### config.mk
export PLATFORM = sky130hd
export DESIGN_NAME = perceptron_sample_loader
export DESIGN_NICKNAME = d
export VERILOG_FILES = /design/src/rtl/perceptron_pkg.sv /design/src/rtl/sample_regfile.sv /design/src/rtl/perceptron_sample_loader.sv
export SDC_FILE = /design/constraint.sdc
export NUM_CORES = 1
export LEC_CHECK = 0
export CAP_MARGIN = 15
export CELL_PAD_IN_SITES_DETAIL_PLACEMENT = 0
export CELL_PAD_IN_SITES_GLOBAL_PLACEMENT = 1
export CORE_ASPECT_RATIO = 1.1
export CORE_MARGIN = 3
export CORE_UTILIZATION = 49
export DETAILED_ROUTE_END_ITERATION = 8
export PLACE_DENSITY_LB_ADDON = 0.1
export SYNTH_ARGS = -nofsm -noshare
export SYNTH_HDL_FRONTEND = slang
export SYNTH_SLANG_ARGS = --single-unit
### constraint.sdc
create_clock -name clk -period 3.8 [get_ports clk]
set_input_delay 0.76 -clock clk [delete_from_list [all_inputs] [get_ports clk]]
set_output_delay 0.76 -clock clk [all_outputs]
set_load 0.01 [all_outputs]
### src/rtl/perceptron_pkg.sv
// Shared definitions for the perceptron loader and trainer: header byte, word width and
// the loader state encoding.
package perceptron_pkg;

    localparam int unsigned WORD_W = 8;
    localparam logic [WORD_W-1:0] HEADER_BYTE = 8'hA5;

    typedef enum logic [1:0] {
        StIdle,
        StLoad,
        StStream,
        StDone
    } loader_state_e;

endpackage

### src/rtl/sample_regfile.sv
// Training-sample store: one byte per (sample, slot), slot DIM holds the label.
// Synchronous write of one byte, combinational read of a whole sample.
module sample_regfile
    import perceptron_pkg::*;
#(
    parameter int unsigned N_SAMPLES = 3,
    parameter int unsigned DIM       = 2,
    parameter int unsigned SMP_W     = 2,
    parameter int unsigned SLOT_W    = 2,
    parameter int unsigned IDX_W     = 2
) (
    input  logic                    clk_i,
    input  logic                    we_i,
    input  logic [SMP_W-1:0]        wr_sample_i,
    input  logic [SLOT_W-1:0]       wr_slot_i,
    input  logic [WORD_W-1:0]       wr_data_i,
    input  logic [IDX_W-1:0]        rd_idx_i,
    output logic [DIM*WORD_W-1:0]   rd_x_o,
    output logic [WORD_W-1:0]       rd_y_o
);

    logic [WORD_W-1:0] mem_q [N_SAMPLES][DIM+1];

    // Contents are deliberately left unreset; the loader never exposes them before a
    // frame has passed its checksum.
    always_ff @(posedge clk_i) begin
        for (int s = 0; s < int'(N_SAMPLES); s++) begin
            for (int k = 0; k <= int'(DIM); k++) begin
                if (we_i && wr_sample_i == SMP_W'(s) && wr_slot_i == SLOT_W'(k)) begin
                    mem_q[s][k] <= wr_data_i;
                end
            end
        end
    end

    always_comb begin
        rd_x_o = '0;
        for (int k = 0; k < int'(DIM); k++) begin
            rd_x_o[k*WORD_W +: WORD_W] = mem_q[rd_idx_i][k];
        end
        rd_y_o = mem_q[rd_idx_i][DIM];
    end

endmodule

### src/rtl/perceptron_sample_loader.sv
// Loads a checksummed byte-serial training frame into a local register file, then replays
// the samples to the trainer over a valid/ready stream for N_EPOCHS passes.
module perceptron_sample_loader
    import perceptron_pkg::*;
#(
    parameter int unsigned N_SAMPLES = 3,
    parameter int unsigned DIM       = 2,
    parameter int unsigned N_EPOCHS  = 4,
    parameter logic [7:0]  HEADER    = HEADER_BYTE,
    localparam int unsigned IDX_W    = (N_SAMPLES > 1) ? $clog2(N_SAMPLES) : 1,
    localparam int unsigned EP_W     = $clog2(N_EPOCHS + 1)
) (
    input  logic                  clk,
    input  logic                  rst,
    input  logic [7:0]            in_data,
    input  logic                  in_valid,
    output logic                  in_ready,
    output logic [DIM*8-1:0]      out_x,
    output logic [7:0]            out_y,
    output logic [IDX_W-1:0]      out_idx,
    output logic                  out_last,
    output logic                  out_valid,
    input  logic                  out_ready,
    output logic [EP_W-1:0]       epoch,
    output logic                  busy,
    output logic                  err
);

    localparam int unsigned SMP_W  = $clog2(N_SAMPLES + 1);
    localparam int unsigned SLOT_W = $clog2(DIM + 1);
    localparam logic [IDX_W-1:0]  LastIdx  = IDX_W'(N_SAMPLES - 1);
    localparam logic [EP_W-1:0]   LastEp   = EP_W'(N_EPOCHS - 1);
    localparam logic [SLOT_W-1:0] LabelSlot = SLOT_W'(DIM);

    loader_state_e state_q, state_d;

    logic [SMP_W-1:0]   smp_q, smp_d;
    logic [SLOT_W-1:0]  slot_q, slot_d;
    logic [7:0]         csum_q, csum_d;
    logic               err_q, err_d;
    logic [IDX_W-1:0]   idx_q, idx_d;
    logic [EP_W-1:0]    epoch_q, epoch_d;
    logic [DIM*8-1:0]   out_x_q, out_x_d;
    logic [7:0]         out_y_q, out_y_d;
    logic               out_last_q, out_last_d;

    logic               in_fire, out_fire, pay_done, is_header;
    logic               rf_we;
    logic [7:0]         rf_wdata;
    logic [DIM*8-1:0]   rf_x;
    logic [7:0]         rf_y;

    assign in_fire   = in_valid && in_ready;
    assign out_fire  = out_valid && out_ready;
    assign pay_done  = (smp_q == SMP_W'(N_SAMPLES));
    assign is_header = (in_data == HEADER);
    assign rf_wdata  = (slot_q == LabelSlot) ? {7'b0, in_data[0]} : in_data;

    sample_regfile #(
        .N_SAMPLES (N_SAMPLES),
        .DIM       (DIM),
        .SMP_W     (SMP_W),
        .SLOT_W    (SLOT_W),
        .IDX_W     (IDX_W)
    ) u_regfile (
        .clk_i       (clk),
        .we_i        (rf_we),
        .wr_sample_i (smp_q),
        .wr_slot_i   (slot_q),
        .wr_data_i   (rf_wdata),
        .rd_idx_i    (idx_d),
        .rd_x_o      (rf_x),
        .rd_y_o      (rf_y)
    );

    always_ff @(posedge clk) begin
        if (rst) begin
            state_q <= StIdle;
        end else begin
            state_q <= state_d;
        end
    end

    always_comb begin
        state_d = state_q;
        unique case (state_q)
            StIdle, StDone: if (in_fire && is_header) state_d = StLoad;
            StLoad: begin
                if (in_fire && pay_done) begin
                    state_d = (in_data == csum_q) ? StStream : StIdle;
                end
            end
            StStream: begin
                if (out_fire && idx_q == LastIdx && epoch_q == LastEp) state_d = StDone;
            end
            default: state_d = StIdle;
        endcase
    end

    always_comb begin
        in_ready  = (state_q != StStream);
        busy      = (state_q == StLoad) || (state_q == StStream);
        out_valid = (state_q == StStream);
    end

    always_comb begin
        smp_d   = smp_q;
        slot_d  = slot_q;
        csum_d  = csum_q;
        err_d   = err_q;
        idx_d   = idx_q;
        epoch_d = epoch_q;
        rf_we   = 1'b0;
        unique case (state_q)
            StIdle, StDone: begin
                if (in_fire && is_header) begin
                    smp_d   = '0;
                    slot_d  = '0;
                    csum_d  = '0;
                    err_d   = 1'b0;
                    epoch_d = '0;
                end
            end
            StLoad: begin
                if (in_fire && !pay_done) begin
                    rf_we  = 1'b1;
                    csum_d = csum_q ^ in_data;
                    if (slot_q == LabelSlot) begin
                        slot_d = '0;
                        smp_d  = smp_q + SMP_W'(1);
                    end else begin
                        slot_d = slot_q + SLOT_W'(1);
                    end
                end else if (in_fire) begin
                    if (in_data == csum_q) begin
                        idx_d   = '0;
                        epoch_d = '0;
                    end else begin
                        err_d = 1'b1;
                    end
                end
            end
            StStream: begin
                if (out_fire) begin
                    if (idx_q == LastIdx) begin
                        idx_d   = '0;
                        epoch_d = epoch_q + EP_W'(1);
                    end else begin
                        idx_d = idx_q + IDX_W'(1);
                    end
                end
            end
            default: ;
        endcase
        // Output registers track the sample that will be presented next cycle, so a stall
        // simply reloads the same entry.
        out_x_d    = (state_d == StStream) ? rf_x : '0;
        out_y_d    = (state_d == StStream) ? rf_y : '0;
        out_last_d = (state_d == StStream) && (idx_d == LastIdx);
    end

    always_ff @(posedge clk) begin
        if (rst) begin
            smp_q      <= '0;
            slot_q     <= '0;
            csum_q     <= '0;
            err_q      <= 1'b0;
            idx_q      <= '0;
            epoch_q    <= '0;
            out_x_q    <= '0;
            out_y_q    <= '0;
            out_last_q <= 1'b0;
        end else begin
            smp_q      <= smp_d;
            slot_q     <= slot_d;
            csum_q     <= csum_d;
            err_q      <= err_d;
            idx_q      <= idx_d;
            epoch_q    <= epoch_d;
            out_x_q    <= out_x_d;
            out_y_q    <= out_y_d;
            out_last_q <= out_last_d;
        end
    end

    assign out_x    = out_x_q;
    assign out_y    = out_y_q;
    assign out_idx  = idx_q;
    assign out_last = out_last_q;
    assign epoch    = epoch_q;
    assign err      = err_q;

endmodule

## Word level (Yosys, flattened, before mapping)

Memories as Yosys holds them, arrays and structs flattened. A register that Yosys moved wholly into a read port is not among the register bits.
Index checks and enable logic that the tools add are counted.

- Multiplexer cells: 60
- Reduce and logical (&&, ||, !) cells: 34
- Eq/ne operators: 24
- Bitwise logic cells: 2
- $add $sub $neg: 4

Operator list:

| cell | count |
|---|---|
| 24-bit 2-to-1 mux | 2 |
| 24-bit OR reduction | 2 |
| 2-bit 2-to-1 mux | 16 |
| 1-bit 2-to-1 mux | 24 |
| 3-bit 2-to-1 mux | 8 |
| 8-bit 2-to-1 mux | 3 |
| 1-bit logical AND | 20 |
| 2-bit == test (second input constant) | 8 |
| 8-bit one-hot mux with 2 select lines | 1 |
| 2-bit != test (second input constant) | 6 |
| 2-bit one-hot mux with 2 select lines | 3 |
| 3-bit one-hot mux with 3 select lines | 1 |
| 8-bit == test | 1 |
| 8-bit == test (second input constant) | 1 |
| 2-bit by 1-bit != test with 1-bit output (second input constant) | 4 |
| 8-bit XOR | 1 |
| 2-bit by 1-bit adder with 2-bit output (second input constant) | 3 |
| 2-bit by 1-bit == test with 1-bit output (second input constant) | 3 |
| 2-bit zero test | 3 |
| 2-bit one-hot mux with 3 select lines | 1 |
| 6-bit AND reduction | 1 |
| 5-bit AND reduction | 1 |
| 4-bit AND reduction | 1 |
| 2-bit OR reduction | 2 |
| other kinds (8) | 8 |

- Memories kept: 1
- Logic and storage cells: 133
- Flip-flop bits (word level): 21
- RAM bits: 72
- Output and inout bits: 34
- Bits of input ports: 12

Memories:

| memory | depth | bits a word | read ports | clocked after memory_dff | write ports | RTL line | source |
|---|---|---|---|---|---|---|---|
| u_regfile.mem_q | 3 | 24 | 1 | 1 | 1 | sample_regfile.sv:22 | `logic [WORD_W-1:0] mem_q [N_SAMPLES][DIM+1];` |

## Longest topological paths before layout

Gate-level depths: netlist of run 1.

- Depth after elaboration: 12
- Mapped depth: 10
- Gate-level depth less buffers: 7

## By module

Synthesis of run 1 repeated with hierarchy kept, for this count alone.

- Cell total of the unflattened synthesis: 390
- Area, all modules: 4827.1 µm²

By module, submodules not included:

| module | instances | area each (µm²) | sequential area each (µm²) | cells an instance |
|---|---|---|---|---|
| sample_regfile | 1 | 2770.2 | 2162.1 | 166 |
| perceptron_sample_loader | 1 | 2057.0 | 900.9 | 224 |

## Worst setup path before layout of run 1

OpenSTA, ideal clock, no wires.

- Kind: in2reg
- From: input in_data[6]
- To: register epoch_q[2], in the netlist epoch[2]
- Slack: 1.567 ns
- Arrival time: 2.162 ns
- Required time: 3.729 ns
- Stages on the path: 5
- Library setup time: 0.071 ns
- Buffers on the path: 0
- Cell sequence: xnor2_1 nand4_2 o41a_1 or4_1 a21oi_1

- Word-level cells in the longest chain between the ends: 4
- Elaborated cells on any way between the ends: 6
- Those cells by class: eq/ne: 4; reduce/logical: 2

RTL lines:

| item | RTL line | source |
|---|---|---|
| start, declared | perceptron_sample_loader.sv:15 | `input logic [7:0] in_data,` |
| 8-bit == test | perceptron_sample_loader.sv:56 | `assign is_header = (in_data == HEADER);` |
| 1-bit logical AND | perceptron_sample_loader.sv:116 | `if (in_fire && is_header) begin` |
| 2-bit != test (no source line) | - |  |
| 6-bit AND reduction (no source line) (*) | - |  |
| end signal, assigned | perceptron_sample_loader.sv:179 | `epoch_q <= epoch_d;` |
| end, declared | perceptron_sample_loader.sv:42 | `logic [EP_W-1:0] epoch_q, epoch_d;` |

Mark *: on every way between the ends. The rest lies on a longest branch, timed or not.
A chain may end at the register's enable or synchronous reset.

## Worst setup path after layout of run 1

- From: register state_q[0]
- To: output busy

- Word-level cells in the longest chain between the ends: 2
- Elaborated cells on any way between the ends: 3
- Those cells by class: eq/ne: 2; reduce/logical: 1

RTL lines:

| item | RTL line | source |
|---|---|---|
| start, declared | perceptron_sample_loader.sv:35 | `loader_state_e state_q, state_d;` |
| start signal, assigned | perceptron_sample_loader.sv:78 | `state_q <= StIdle;` |
| start signal, assigned | perceptron_sample_loader.sv:80 | `state_q <= state_d;` |
| 2-bit by 1-bit == test with 1-bit output or 2-bit == test (tied branches) | perceptron_sample_loader.sv:102 | `busy = (state_q == StLoad) \|\| (state_q == StStream);` |
| 1-bit logical OR (*) | perceptron_sample_loader.sv:102 |  |
| end, declared | perceptron_sample_loader.sv:25 | `output logic busy,` |

Marks and branches as above.

==> results by group, run 1 <==
Status
  – Outcome: finished, final reports clean

Synthesis
  – Number of synthesized register bits: 117
  – Synth Area in XOR/XNOR: 1.623%
  – Post-synthesis adder-cell area fraction: 2.355%
  – Avg Inst Size Synth: 12.04 µm²
  – Synthesized net count: 418
  – Async S/R FF share, synth: 0%
  – Mapped Cells: 397
  – Post-synth EDFFs: 72
  – Most used DFF post-synth: edfxtp_1
  – Largest family of logic cells by synthesized area: compound AO/OA/AOI/OAI gates
  – Post-Synth Simple-Gate Area: 14.24%
  – Post-synthesis mux area share: 0.2094%
  – Yosys warning count: 0
  – Compound-gate portion of the synthesized area: 14.47%
  – Post-synthesis sequential area ratio: 64.07%
  – Mapped Area: 4781 µm²
  – Synth cell types: 47

Clocking
  – Skew-Pair Late Insertion Delay: 510 ps
  – CTS tree: built
  – Clock tree buffer depth: 2
  – Cts repair resizes: 0
  – Root Driver: clkbuf_8
  – CTS H-Tree Depth: 4
  – Reg clk slew, reported paths: 60 ps
  – Inserted Clock Buffers: 17
  – Post-CTS Setup Inserts: 0
  – Clock Sinks: 117
  – # hold bufs at CTS: 0

Run
  – Max-Cap Viols: 0

Routing
  – Detailed-route via count: 3387
  – TritonRoute pass-1 iters: 4
  – Number of remaining DRC errors: 0
  – Total wire length: 10680 µm
  – Routed len/inst: 18.60 µm
  – Final ANT Viol Nets: 0
  – Starting DRT DRC Count: 260
  – Via density: 5.901

Placed design
  – GP Congestion: 0.7970
  – # port buffers: 45
  – Final HPWL DP: 6848 µm
  – Placed Instances: 542

Final layout
  – Layout net count: 465
  – Most frequent cells in the layout: edfxtp_1 (72), dfxtp_1 (45), clkdlybuf4s50_1 (45), nand3_1 (32), nor3_1 (28)
  – Synth-to-Final Area Change: 25.57%
  – Post-route insts no fill: 574
  – Antenna Diode Count: 0
  – Commonest non-fill, non-tap cell in the layout: edfxtp_1
  – Layout cells sized above 1: 10.07%

Global routing
  – Initial antenna violation count: 0
  – Largest net degree at the start of global routing: 42
  – Total congestion overflow: 0
  – GRT Overall Usage: 20.90%
  – Vias in the first global route: 3405
  – First-pass GRT wire length: 17460 µm

Min path
  – Hold crit path type: reg2reg

Worst setup path
  – Critical path class: reg2out
  – R2R Setup Slk: 1170 ps
  – Setup crit end kind: output port
  – Worst path arrival time: 2100 ps
  – Startpoint types: flip-flop
  – Crit path required time: 3040 ps
  – Worst-path fanout max: 9

STA
  – Worst Skew: 16.03 ps
  – Final Max Slew Viols: 0
  – RSZ-0062 raised after global routing: no
  – Hold Fails Final Rpt: 0
  – Final setup viols: 0
  – Tcrit/Tclk final: 75.39%
  – Least-Margin Pin Slew: 1117 ps
  – Max-Slew Margin vs Limit: 25.41%
  – FMAX: 349.0 MHz
  – Post-route setup TNS: 0 ps
  – Final worst path period need: 2865 ps

Floorplanning
  – Core area: 9444 µm²
  – Die area: 10980 µm²
  – Chip height: 109.6 µm
  – Starting Density: 50.62%
  – IO Pins: 46
  – Row count: 37
  – Die W: 100.2 µm

Pwr
  – Maximum VDD drop: 0.2899 mV
  – PD cells: 513.6 nW/µm²
  – Static Leak: 1.960 nW
[final timing paths]
| kind | from | to | cells past startpoint |
|---|---|---|---|
| setup reg to reg | state_q[0] | out_y[3] | 8 |
| setup / recovery | state_q[0] | busy | 4 |
| hold / removal | epoch[2] | epoch[2] | 2 |
| hold reg to reg | epoch[2] | epoch[2] | 2 |
[power by group]
group	leakage, nW	internal (mW)	switching, mW	total [mW]
Clock	0.307	1.15	0.532	1.68
Sequential	1.01	1.35	0.0000305	1.35
Combinational	0.644	0.0198	0.0356	0.0555
[through the flow]
step	power, mW	utilization, %	hold slack (ps)	cell area (µm²)	setup slack (ps)
after global routing	3.160	63.57	526.7	6003	810.0
final	3.083	63.57	495.0	6003	935.0
after floorplan	1.394	-	474.6	4781	1567
after CTS	3.100	63.57	504.5	6003	921.0
after global placement	1.427	56.84	486.6	5368	744.1
after detailed placement	1.428	56.84	493.3	5368	690.9
[per-layer routing]
| metal | global-route usage [%] | wire [µm] |
|---|---|---|
| met5 | 0 | 0 |
| met4 | 9.143 | 140 |
| met3 | 5.457 | 386 |
| met2 | 35.18 | 5511 |
| met1 | 25.37 | 4641 |
[cell type report]
| cell class | instances | area, µm² |
|---|---|---|
| inverter | 10 | 37.54 |
| timing repair buffer | 55 | 538.0 |
| tap | 117 | 146.4 |
| fill | 744 | 3441 |
| clock buffer | 24 | 490.5 |
| multi-input combinational | 243 | 1583 |
| sequential | 117 | 3063 |
| clock inverter | 8 | 145.1 |
[Yosys cell counts (7+ instances only)]
master    number  area, µm²
a31oi_1        7      43.79
o21ai_0       27      135.1
xnor2_1        7      61.31
clkbuf_1      22      82.58
ha_1           9      112.6
inv_1          9      33.78
nor2_1        14      52.55
o21ai_1       10      50.05
edfxtp_1      72       2162
a21oi_1       15      75.07
and2_1        11      68.82
dfxtp_1       45      900.9
nor3_1        28      140.1
a311oi_1      25      219.0
nand3_1       32      160.2
[cell families after synthesis]
| family | Yosys count |
|---|---|
| multiplexers | 1 |
| flip-flops | 117 |
| XOR/XNOR | 8 |
| buffers and inverters | 37 |
| adder cells (fa/ha/maj) | 9 |
| AO/OA/AOI/OAI | 103 |
| AND/OR/NAND/NOR | 122 |
[critical path: stages (launching register included)]
cell and delay, ps:
dfxtp_1 350, inv_1 70, ha_1 430, inv_2 170, clkdlybuf4s50_1 560
[flip-flops by register name, summed over array words and instances, names as in the netlist]
signal,cells
smp_q,2
state_q,2
out_idx,2
csum_q,8
out_last,1
out_x,16
epoch,3
slot_q,2
err,1
out_y,8
u_regfile.mem_q,72
No activity file was read; power rests on OpenSTA's default activity.
==> run 2: changes to the inputs <==
Settings changed: CORE_UTILIZATION 49 to 46.
Clock period 3.8 ns to 2.7 ns, I/O delays scaled along.
==> run 2 against run 1 <==
Net effect: critical path depth increased by 1; highest routed layer unchanged; critical path type unchanged; largest power group unchanged; sequential share of layout area shrank 1.8 points; combinational power rose by 54%; sequential cell count is the same.
==> results by group, run 2 (synthesis gave the netlist of run 1 again) <==
Global routing
  – Vias in the first global route: 3617
  – Total congestion overflow: 0
  – GRT Overall Usage: 21.26%
  – First-pass GRT wire length: 18450 µm
  – Initial antenna violation count: 0
  – Largest net degree at the start of global routing: 26

Routing
  – Via density: 5.933
  – Number of remaining DRC errors: 0
  – TritonRoute pass-1 iters: 5
  – Final ANT Viol Nets: 0
  – Starting DRT DRC Count: 146
  – Total wire length: 11430 µm
  – Detailed-route via count: 3542
  – Routed len/inst: 19.14 µm

Worst setup path
  – CP max stage delay: 560 ps
  – Setup crit end kind: output port
  – CP Launch Point: state_q[0]
  – Worst path arrival time: 2020 ps
  – Crit path required time: 2160 ps
  – Worst-path fanout max: 13
  – CP delay by family, top: buffers and inverters
  – Startpoint types: flip-flop
  – FF-to-FF Start: state_q[0]
  – Worst path most repeated cell: inv_1
  – Critical path class: reg2out
  – Slowest CP cell: clkdlybuf4s50_1
  – Worst path buffer plus inverter count: 4
  – Worst path cell trace: inv_1 -> ha_1 -> buf_4 -> inv_1 -> clkdlybuf4s50_1

Placed design
  – GP Congestion: 0.8447
  – Post-placement setup slack: -9.435 ps
  – # port buffers: 45
  – Final HPWL DP: 7230 µm

Final layout
  – Most frequent cells in the layout: edfxtp_1 (72), dfxtp_1 (45), clkdlybuf4s50_1 (45), nand3_1 (32), nor3_1 (28)
  – Antenna Diode Count: 0
  – Layout cells sized above 1: 13.84%
  – Layout net count: 485
  – Synth-to-Final Area Change: 30.04%
  – Largest register FFs: 72
  – Largest register by flop count: u_regfile.mem_q
  – Commonest non-fill, non-tap cell in the layout: edfxtp_1

Floorplanning
  – Starting Density: 47.88%
  – Die area: 11650 µm²
  – IO Pins: 46
  – Chip height: 112.9 µm
  – Core area: 9985 µm²
  – Row count: 38
  – Die W: 103.2 µm

STA
  – RSZ-0062 raised after global routing: no
  – Post-route setup TNS: 0 ps
  – Final worst path period need: 2565 ps
  – Worst Skew: 9.286 ps
  – Post-route worst setup slack: 135.5 ps
  – Least-Margin Pin Slew: 673.3 ps
  – Max-Slew Margin vs Limit: 55.02%
  – FMAX: 389.9 MHz
  – Final Max Slew Viols: 0
  – Final setup viols: 0
  – Hold slack final: 500.3 ps
  – Hold Fails Final Rpt: 0
  – Tcrit/Tclk final: 94.98%

Pwr
  – Maximum VDD drop: 0.3651 mV
  – PD cells: 700.8 nW/µm²
  – Static Leak: 2.087 nW

Clocking
  – Clock Sinks: 117
  – Skew-Pair Late Insertion Delay: 510 ps
  – CTS H-Tree Depth: 4
  – Reg clk slew, reported paths: 50 ps
  – CTS tree: built
  – Root Driver: clkbuf_8
  – Clock tree buffer depth: 2
  – Inserted Clock Buffers: 17

Run
  – Max-Cap Viols: 0

Min path
  – HP Start: csum_q[7]
  – Hold crit path type: reg2reg

Status
  – Outcome: finished, final reports clean
==> run 2: cell types whose count changed in the layout (fill, tap and decap cells not counted), sizes merged <==
cell	previous run	this run
buf	10	30
bufinv	4	5
clkbuf	24	22
clkinv	2	4
clkinvlp	2	1
==> run 2: per-stage QoR <==
step           cell area [µm²]  cells  util, %  total power, mW
6_report                  6217    597    62.27            4.357
5_1_grt                   6217    597    62.27            4.475
4_1_cts                   6215    597    62.24            4.387
3_5_place_dp              5584    565    55.93            2.018
3_3_place_gp              5584    565    55.93            2.016
2_1_floorplan             4781    397        -            1.963
==> run 2: path summary, 6_finish.rpt <==
| check | depth (start not counted) | slack (ps) | endpoint |
|---|---|---|---|
| min | 2 | 500 | csum_q[7] |
| min reg2reg | 2 | 500 | csum_q[7] |
| max reg2reg | 8 | 440 | out_last |
| max | 5 | 140 | in_ready |
==> run 2: layer usage <==
metal,global-route usage [%],vias to the layer above,wire length (µm)
met5,0,-,0
met4,9.154,0,182
met1,24.70,1770,4748
li1,-,1668,-
met3,5.179,14,473
met2,36.80,90,6022
==> run 2: power breakdown <==
part           internal [mW]  switching [mW]  leakage [nW]
clock                   1.63           0.744         0.309
sequential              1.90       0.0000482          1.01
combinational         0.0328          0.0526         0.770
total                   3.56           0.796          2.09
==> run 2: worst min-delay path, delay by kind of cell, from the launching register on <==
family / cells / cell delay, ps
flip-flops: 1 / 320
AO/OA/AOI/OAI: 2 / 130
==> run 2: layout make-up <==
cell class / instances / area [µm²]
repair buffers: 75 / 750.7
fillers: 803 / 3767
flip-flops and latches: 117 / 3063
inverters: 10 / 37.54
clock buffers: 22 / 452.9
clock inverters: 10 / 177.7
multi-input cells: 243 / 1585
well taps: 120 / 150.1
==> run 2: what timing repair did <==
action / CTS / global route
gates resized for setup: 0 / 1
endpoints found under the setup margin: 0 / 1
setup buffers: 0 / 0
hold buffers: 0 / 0
